## config.mk

```make
export PLATFORM = sky130hd
export DESIGN_NAME = ysyx_22040237_mem_arbiter
export DESIGN_NICKNAME = d
export VERILOG_FILES = /design/src/rtl/ysyx_22040237_bus_pkg.sv /design/src/rtl/ysyx_22040237_bus_timer.sv /design/src/rtl/ysyx_22040237_mem_arbiter.sv
export SDC_FILE = /design/constraint.sdc
export NUM_CORES = 1
export LEC_CHECK = 0
export CAP_MARGIN = 5
export CORE_AREA = 2 2 174 176
export CTS_CLUSTER_DIAMETER = 30
export CTS_CLUSTER_SIZE = 10
export DETAILED_ROUTE_END_ITERATION = 8
export DIE_AREA = 0 0 176 178
export DONT_BUFFER_PORTS = 1
export SYNTH_ARGS = -nofsm -noshare
export SYNTH_HDL_FRONTEND = slang
export SYNTH_SLANG_ARGS = --single-unit
```

## constraint.sdc

```tcl
create_clock -name clk -period 18.2 [get_ports clk]
set_input_delay 3.64 -clock clk [delete_from_list [all_inputs] [get_ports clk]]
set_output_delay 3.64 -clock clk [all_outputs]
set_load 0.05 [all_outputs]
```

## src/rtl/ysyx_22040237_bus_pkg.sv

```systemverilog
// Shared widths, FSM encoding and owner codes for the IFU/LSU memory arbiter.
package ysyx_22040237_bus_pkg;

  localparam int unsigned ADDR_W   = 32;
  localparam int unsigned DATA_W   = 64;
  localparam int unsigned STRB_W   = DATA_W / 8;
  localparam int unsigned STARVE_W = 4;

  typedef enum logic [1:0] {
    IDLE  = 2'd0,
    ISSUE = 2'd1,
    WAIT  = 2'd2
  } arb_state_e;

  localparam logic OWNER_IFU = 1'b0;
  localparam logic OWNER_LSU = 1'b1;

endpackage

```

## src/rtl/ysyx_22040237_bus_timer.sv

```systemverilog
// Response watchdog: clearable counter with a terminal-count flag at TIMEOUT_CYC-1.
module ysyx_22040237_bus_timer #(
  parameter int unsigned TIMEOUT_CYC = 255
) (
  input  logic clk,
  input  logic rst,
  input  logic i_clr,
  input  logic i_en,
  output logic o_tc_c
);

  generate
    if (TIMEOUT_CYC == 0) begin : g_off
      // Timeout disabled: no counter, flag never fires.
      logic w_unused;
      assign w_unused = &{1'b0, clk, rst, i_clr, i_en};
      assign o_tc_c   = 1'b0;
    end else begin : g_on
      localparam int unsigned CNT_W = (TIMEOUT_CYC > 1) ? $clog2(TIMEOUT_CYC) : 1;
      logic [CNT_W-1:0] r_cnt;

      // Count enabled cycles since the last clear.
      always_ff @(posedge clk or posedge rst) begin
        if (rst) begin
          r_cnt <= '0;
        end else if (i_clr) begin
          r_cnt <= '0;
        end else if (i_en) begin
          r_cnt <= r_cnt + CNT_W'(1);
        end
      end

      assign o_tc_c = (r_cnt == CNT_W'(TIMEOUT_CYC - 1));
    end
  endgenerate

endmodule

```

## src/rtl/ysyx_22040237_mem_arbiter.sv

```systemverilog
// Single-outstanding memory arbiter between IFU and LSU; LSU priority with IFU starvation guard.
module ysyx_22040237_mem_arbiter
  import ysyx_22040237_bus_pkg::*;
#(
  parameter int unsigned ADDR_W      = ysyx_22040237_bus_pkg::ADDR_W,
  parameter int unsigned DATA_W      = ysyx_22040237_bus_pkg::DATA_W,
  parameter int unsigned STARVE_MAX  = 4,
  parameter int unsigned TIMEOUT_CYC = 255
) (
  input  logic                clk,
  input  logic                rst,
  input  logic                ifu_req_valid,
  output logic                ifu_req_ready,
  input  logic [ADDR_W-1:0]   ifu_req_addr,
  output logic                ifu_rsp_valid,
  output logic [DATA_W-1:0]   ifu_rsp_data,
  output logic                ifu_rsp_err,
  input  logic                lsu_req_valid,
  output logic                lsu_req_ready,
  input  logic [ADDR_W-1:0]   lsu_req_addr,
  input  logic                lsu_req_wen,
  input  logic [DATA_W-1:0]   lsu_req_wdata,
  input  logic [DATA_W/8-1:0] lsu_req_wmask,
  output logic                lsu_rsp_valid,
  output logic [DATA_W-1:0]   lsu_rsp_data,
  output logic                lsu_rsp_err,
  output logic                mem_req_valid,
  input  logic                mem_req_ready,
  output logic [ADDR_W-1:0]   mem_req_addr,
  output logic                mem_req_wen,
  output logic [DATA_W-1:0]   mem_req_wdata,
  output logic [DATA_W/8-1:0] mem_req_wmask,
  input  logic                mem_rsp_valid,
  input  logic [DATA_W-1:0]   mem_rsp_data,
  input  logic                mem_rsp_err,
  output logic                owner
);

  arb_state_e          r_state;
  arb_state_e          w_next;
  logic [STARVE_W-1:0] r_starve;
  logic [ADDR_W-1:0]   r_addr;
  logic                r_wen;
  logic [DATA_W-1:0]   r_wdata;
  logic [DATA_W/8-1:0] r_wmask;
  logic                r_owner;
  logic                r_ifu_rsp_valid;
  logic [DATA_W-1:0]   r_ifu_rsp_data;
  logic                r_ifu_rsp_err;
  logic                r_lsu_rsp_valid;
  logic [DATA_W-1:0]   r_lsu_rsp_data;
  logic                r_lsu_rsp_err;

  logic w_ifu_starved;
  logic w_lsu_win;
  logic w_ifu_win;
  logic w_tmr_clr;
  logic w_tmr_en;
  logic w_tmr_tc;
  logic w_timeout;

  // IFU overrides LSU priority once it has lost STARVE_MAX arbitrations in a row.
  assign w_ifu_starved = ifu_req_valid && (r_starve == STARVE_W'(STARVE_MAX));
  assign w_lsu_win     = lsu_req_valid && !w_ifu_starved;
  assign w_ifu_win     = ifu_req_valid && !w_lsu_win;

  assign w_tmr_clr = (r_state == ISSUE) && mem_req_ready;
  assign w_tmr_en  = (r_state == WAIT) && !mem_rsp_valid;
  assign w_timeout = w_tmr_en && w_tmr_tc;

  ysyx_22040237_bus_timer #(
    .TIMEOUT_CYC(TIMEOUT_CYC)
  ) u_timer (
    .clk   (clk),
    .rst   (rst),
    .i_clr (w_tmr_clr),
    .i_en  (w_tmr_en),
    .o_tc_c(w_tmr_tc)
  );

  // State register.
  always_ff @(posedge clk or posedge rst) begin
    if (rst) begin
      r_state <= IDLE;
    end else begin
      r_state <= w_next;
    end
  end

  // Next-state logic.
  always_comb begin
    w_next = r_state;
    case (r_state)
      IDLE:    if (w_lsu_win || w_ifu_win) w_next = ISSUE;
      ISSUE:   if (mem_req_ready) w_next = WAIT;
      WAIT:    if (mem_rsp_valid || w_timeout) w_next = IDLE;
      default: w_next = IDLE;
    endcase
  end

  // State-decoded outputs; readys are combinational grants, masked during reset.
  always_comb begin
    ifu_req_ready = 1'b0;
    lsu_req_ready = 1'b0;
    mem_req_valid = 1'b0;
    case (r_state)
      IDLE: begin
        ifu_req_ready = w_ifu_win && !rst;
        lsu_req_ready = w_lsu_win && !rst;
      end
      ISSUE:   mem_req_valid = 1'b1;
      default: ;
    endcase
  end

  // Request latch, starvation counter and response routing.
  always_ff @(posedge clk or posedge rst) begin
    if (rst) begin
      r_starve        <= '0;
      r_addr          <= '0;
      r_wen           <= 1'b0;
      r_wdata         <= '0;
      r_wmask         <= '0;
      r_owner         <= OWNER_IFU;
      r_ifu_rsp_valid <= 1'b0;
      r_ifu_rsp_data  <= '0;
      r_ifu_rsp_err   <= 1'b0;
      r_lsu_rsp_valid <= 1'b0;
      r_lsu_rsp_data  <= '0;
      r_lsu_rsp_err   <= 1'b0;
    end else begin
      r_ifu_rsp_valid <= 1'b0;
      r_lsu_rsp_valid <= 1'b0;
      if (r_state == IDLE) begin
        if (w_lsu_win) begin
          r_addr  <= lsu_req_addr;
          r_wen   <= lsu_req_wen;
          r_wdata <= lsu_req_wdata;
          r_wmask <= lsu_req_wmask;
          r_owner <= OWNER_LSU;
          if (ifu_req_valid && (r_starve < STARVE_W'(STARVE_MAX))) begin
            r_starve <= r_starve + STARVE_W'(1);
          end
        end else if (w_ifu_win) begin
          r_addr   <= ifu_req_addr;
          r_wen    <= 1'b0;
          r_wdata  <= '0;
          r_wmask  <= '0;
          r_owner  <= OWNER_IFU;
          r_starve <= '0;
        end
      end
      if ((r_state == WAIT) && (mem_rsp_valid || w_timeout)) begin
        if (r_owner == OWNER_LSU) begin
          r_lsu_rsp_valid <= 1'b1;
          r_lsu_rsp_data  <= mem_rsp_valid ? mem_rsp_data : '0;
          r_lsu_rsp_err   <= mem_rsp_valid ? mem_rsp_err : 1'b1;
        end else begin
          r_ifu_rsp_valid <= 1'b1;
          r_ifu_rsp_data  <= mem_rsp_valid ? mem_rsp_data : '0;
          r_ifu_rsp_err   <= mem_rsp_valid ? mem_rsp_err : 1'b1;
        end
      end
    end
  end

  assign mem_req_addr  = r_addr;
  assign mem_req_wen   = r_wen;
  assign mem_req_wdata = r_wdata;
  assign mem_req_wmask = r_wmask;
  assign owner         = r_owner;
  assign ifu_rsp_valid = r_ifu_rsp_valid;
  assign ifu_rsp_data  = r_ifu_rsp_data;
  assign ifu_rsp_err   = r_ifu_rsp_err;
  assign lsu_rsp_valid = r_lsu_rsp_valid;
  assign lsu_rsp_data  = r_lsu_rsp_data;
  assign lsu_rsp_err   = r_lsu_rsp_err;

endmodule

```

==> run summary <==
Status: completed
CP arrival: 4.96 ns
Most common cell after layout, fill and taps aside: dfrtp_1
Post-CTS Setup Inserts: 0
First-pass DRT Iterations: 4
Max Fanout on Critical Path: 34
Ports: 449
Share of post-route cells with drive strength above 1: 13.8%
# H-tree levels: 2
Core area: 29400 um2
Die Y-Extent: 178 um
Critical Path Slowest Stage Cell: nor3_2
Reg area: 6310 um2
Hold path cells: 1
Mapped Area: 9420 um2
Post-DRT Antenna Nets: 0
DP Cell Count: 1058
EDFF count, synth: 0
Hold Path Class: flip-flop to flip-flop
Worst Tran Pin Value: 1.16 ns
RR Startpoint: r_starve[0]$_DFFE_PP0P_
Sink Count: 252
Finish-stage setup viols: 0
CTS Hold Bufs: 0
Reg-to-reg endpoint: mem_req_wdata[18]$_DFFE_PP0P_
Nets: 930
Metal-1 WL: 10500 um
Top Metal Used: met4
DR WL met3: 2250 um
CTS max path bufs: 3
CP max stage delay: 0.81 ns
Synth Instances: 718
Rel. slew slack: 22.7%
Post-DP Area: 9700 um2
Fmax: 116 MHz
DIE AREA: 31300 um2
Crit path kind: primary input to output pin
Setup crit start kind: primary input
Area of the multi-input gates: 2800 um2
Synth Area per Inst: 13.1 um2
Total track usage: 15.8%
Area Overhead vs Synth: 21.1%
Residual DRC: 0
Post-synthesis cell type count: 35
RSZ-0062 raised after global routing: no
DP HPWL: 17300 um
Clk_skew: 0.0154 ns
Async SR Flop Fraction: 100%
Type of destination of the critical path: output pin
Sequential-to-total area share from yosys stat: 67.0%
MaxCap Viol Count: 0
Final Hold Viols: 0
YS warnings: 0
RD Place Congestion: 0.822
First-pass GRT wire length: 39000 um
Fin area: 11400 um2
Initial antenna violation count: 0
Post-CTS Resized: 0
Diode count: 0
CP required: 14.56 ns
WHS Endpoint: r_starve[1]$_DFFE_PP0P_
WL/cell: 23.1 um
Non-filler cells in the finished layout: 1145
Synth Register Bits: 252
R2R depth: 7
Fill count: 2750
Clk root buf: clkbuf_16
Ys flop type: dfrtp_1
Max Slew Vio Count: 0
Initial Utilization: 32.0%
Final TNS setup: 0 ns
Routed via count: 6295
Pin count of the biggest net entering global routing: 111
Hold Path Origin: r_starve[1]$_DFFE_PP0P_
Reg2reg setup slack: 14.98 ns
Worst setup path startpoint: ifu_req_valid
WL met2: 13100 um
Clk_lat worst skew: 0.53 ns
CTS Buf Count: 48
DRT Wirelength: 26400 um
Commonest non-fill, non-tap cells in the layout: 252 x dfrtp_1, 202 x a22o_1, 68 x a21oi_1
Total gr overflow: 0
DRT iter0 DRCs: 482
Minimum clock period: 8.60 ns
Die width: 176 um
Number of global-route vias before repair: 6398
Clock transition at path regs: 0.05 ns
PortBufs: 0
Critical-path cell list: nand4b_1 -> and2_1 -> buf_4 -> nor3_2
CTS tree: done
Period utilization: 47.2%
Syn nets: 930
Vias per inst: 5.50
Rows: 63
-- how the worst max path moves through the flow --
stage	to	depth (start not counted)
final	ifu_req_ready	4
after CTS	ifu_req_ready	4
after global placement	ifu_req_ready	4
after floorplan	lsu_req_ready	2
after detailed placement	ifu_req_ready	4
after global routing	ifu_req_ready	4
-- through the flow --
stage | setup slack (ns) | hold slack (ns) | utilization (%)
3_5_place_dp | 9.62 | 0.524 | 33.0
5_1_grt | 9.56 | 0.560 | 38.8
6_report | 9.60 | 0.540 | 38.8
4_1_cts | 9.63 | 0.534 | 38.8
2_1_floorplan | 4.67 | 0.492 | -
3_3_place_gp | 9.61 | 0.513 | 33.0
-- layout make-up --
| cell class | instances | share of cell area [%] |
|---|---|---|
| well taps | 390 | 4.28 |
| flip-flops and latches | 252 | 55.3 |
| clock inverters | 30 | 3.46 |
| inverters | 9 | 0.362 |
| clock buffers | 57 | 11.5 |
| multi-input cells | 398 | 24.6 |
| repair buffers | 9 | 0.592 |
-- cells by family after synthesis --
kind of cell / count (synthesis) / share of synthesized area (%)
AOI/OAI and AO/OA: 285 / 23.5
xor gates and xnor gates: 4 / 0.372
adders and majority gates: 4 / 0.532
buffers and inverters: 68 / 3.63
DFF: 252 / 67.0
muxes: 1 / 0.120
and+or+nand+nor: 104 / 4.88
-- flip-flops by register name (all words and copies together), names as in the netlist --
signal and cells:
ifu_rsp_data 64, lsu_rsp_data 64, mem_req_wdata 64, mem_req_addr 32
mem_req_wmask 8, u_timer.g_on.r_cnt 8, r_starve 4, r_state 2
ifu_rsp_err 1, ifu_rsp_valid 1, lsu_rsp_err 1, lsu_rsp_valid 1
mem_req_wen 1, owner 1
-- worst max-delay path, delay by kind of cell --
kind / cells / cell delay [ns]
AND/OR/NAND/NOR: 3 / 1.06
buffers and inverters: 1 / 0.24
-- Yosys cell counts, types with 3 or more instances --
cell type,instances,area share [%]
a21o_1,3,0.24
a21oi_1,68,3.6
a22o_1,202,19
buf_1,15,0.60
buf_6,11,1.3
clkbuf_1,32,1.3
dfrtp_1,252,67
ha_1,4,0.53
inv_1,9,0.36
nand2_1,40,1.6
nand3_1,3,0.16
nor2_1,40,1.6
nor2b_1,3,0.20
nor3_1,3,0.16
o21ai_0,4,0.21
-- per-layer routing --
metal	vias to the layer above	track usage (%)
met3	47	4.86
met2	334	26.0
li1	2678	-
met4	0	5.99
met1	3236	19.5
met5	-	0
Power is left out: the tool's default activity adds up to more than one toggle a clock period on the data nets, which glitch-free logic cannot reach.
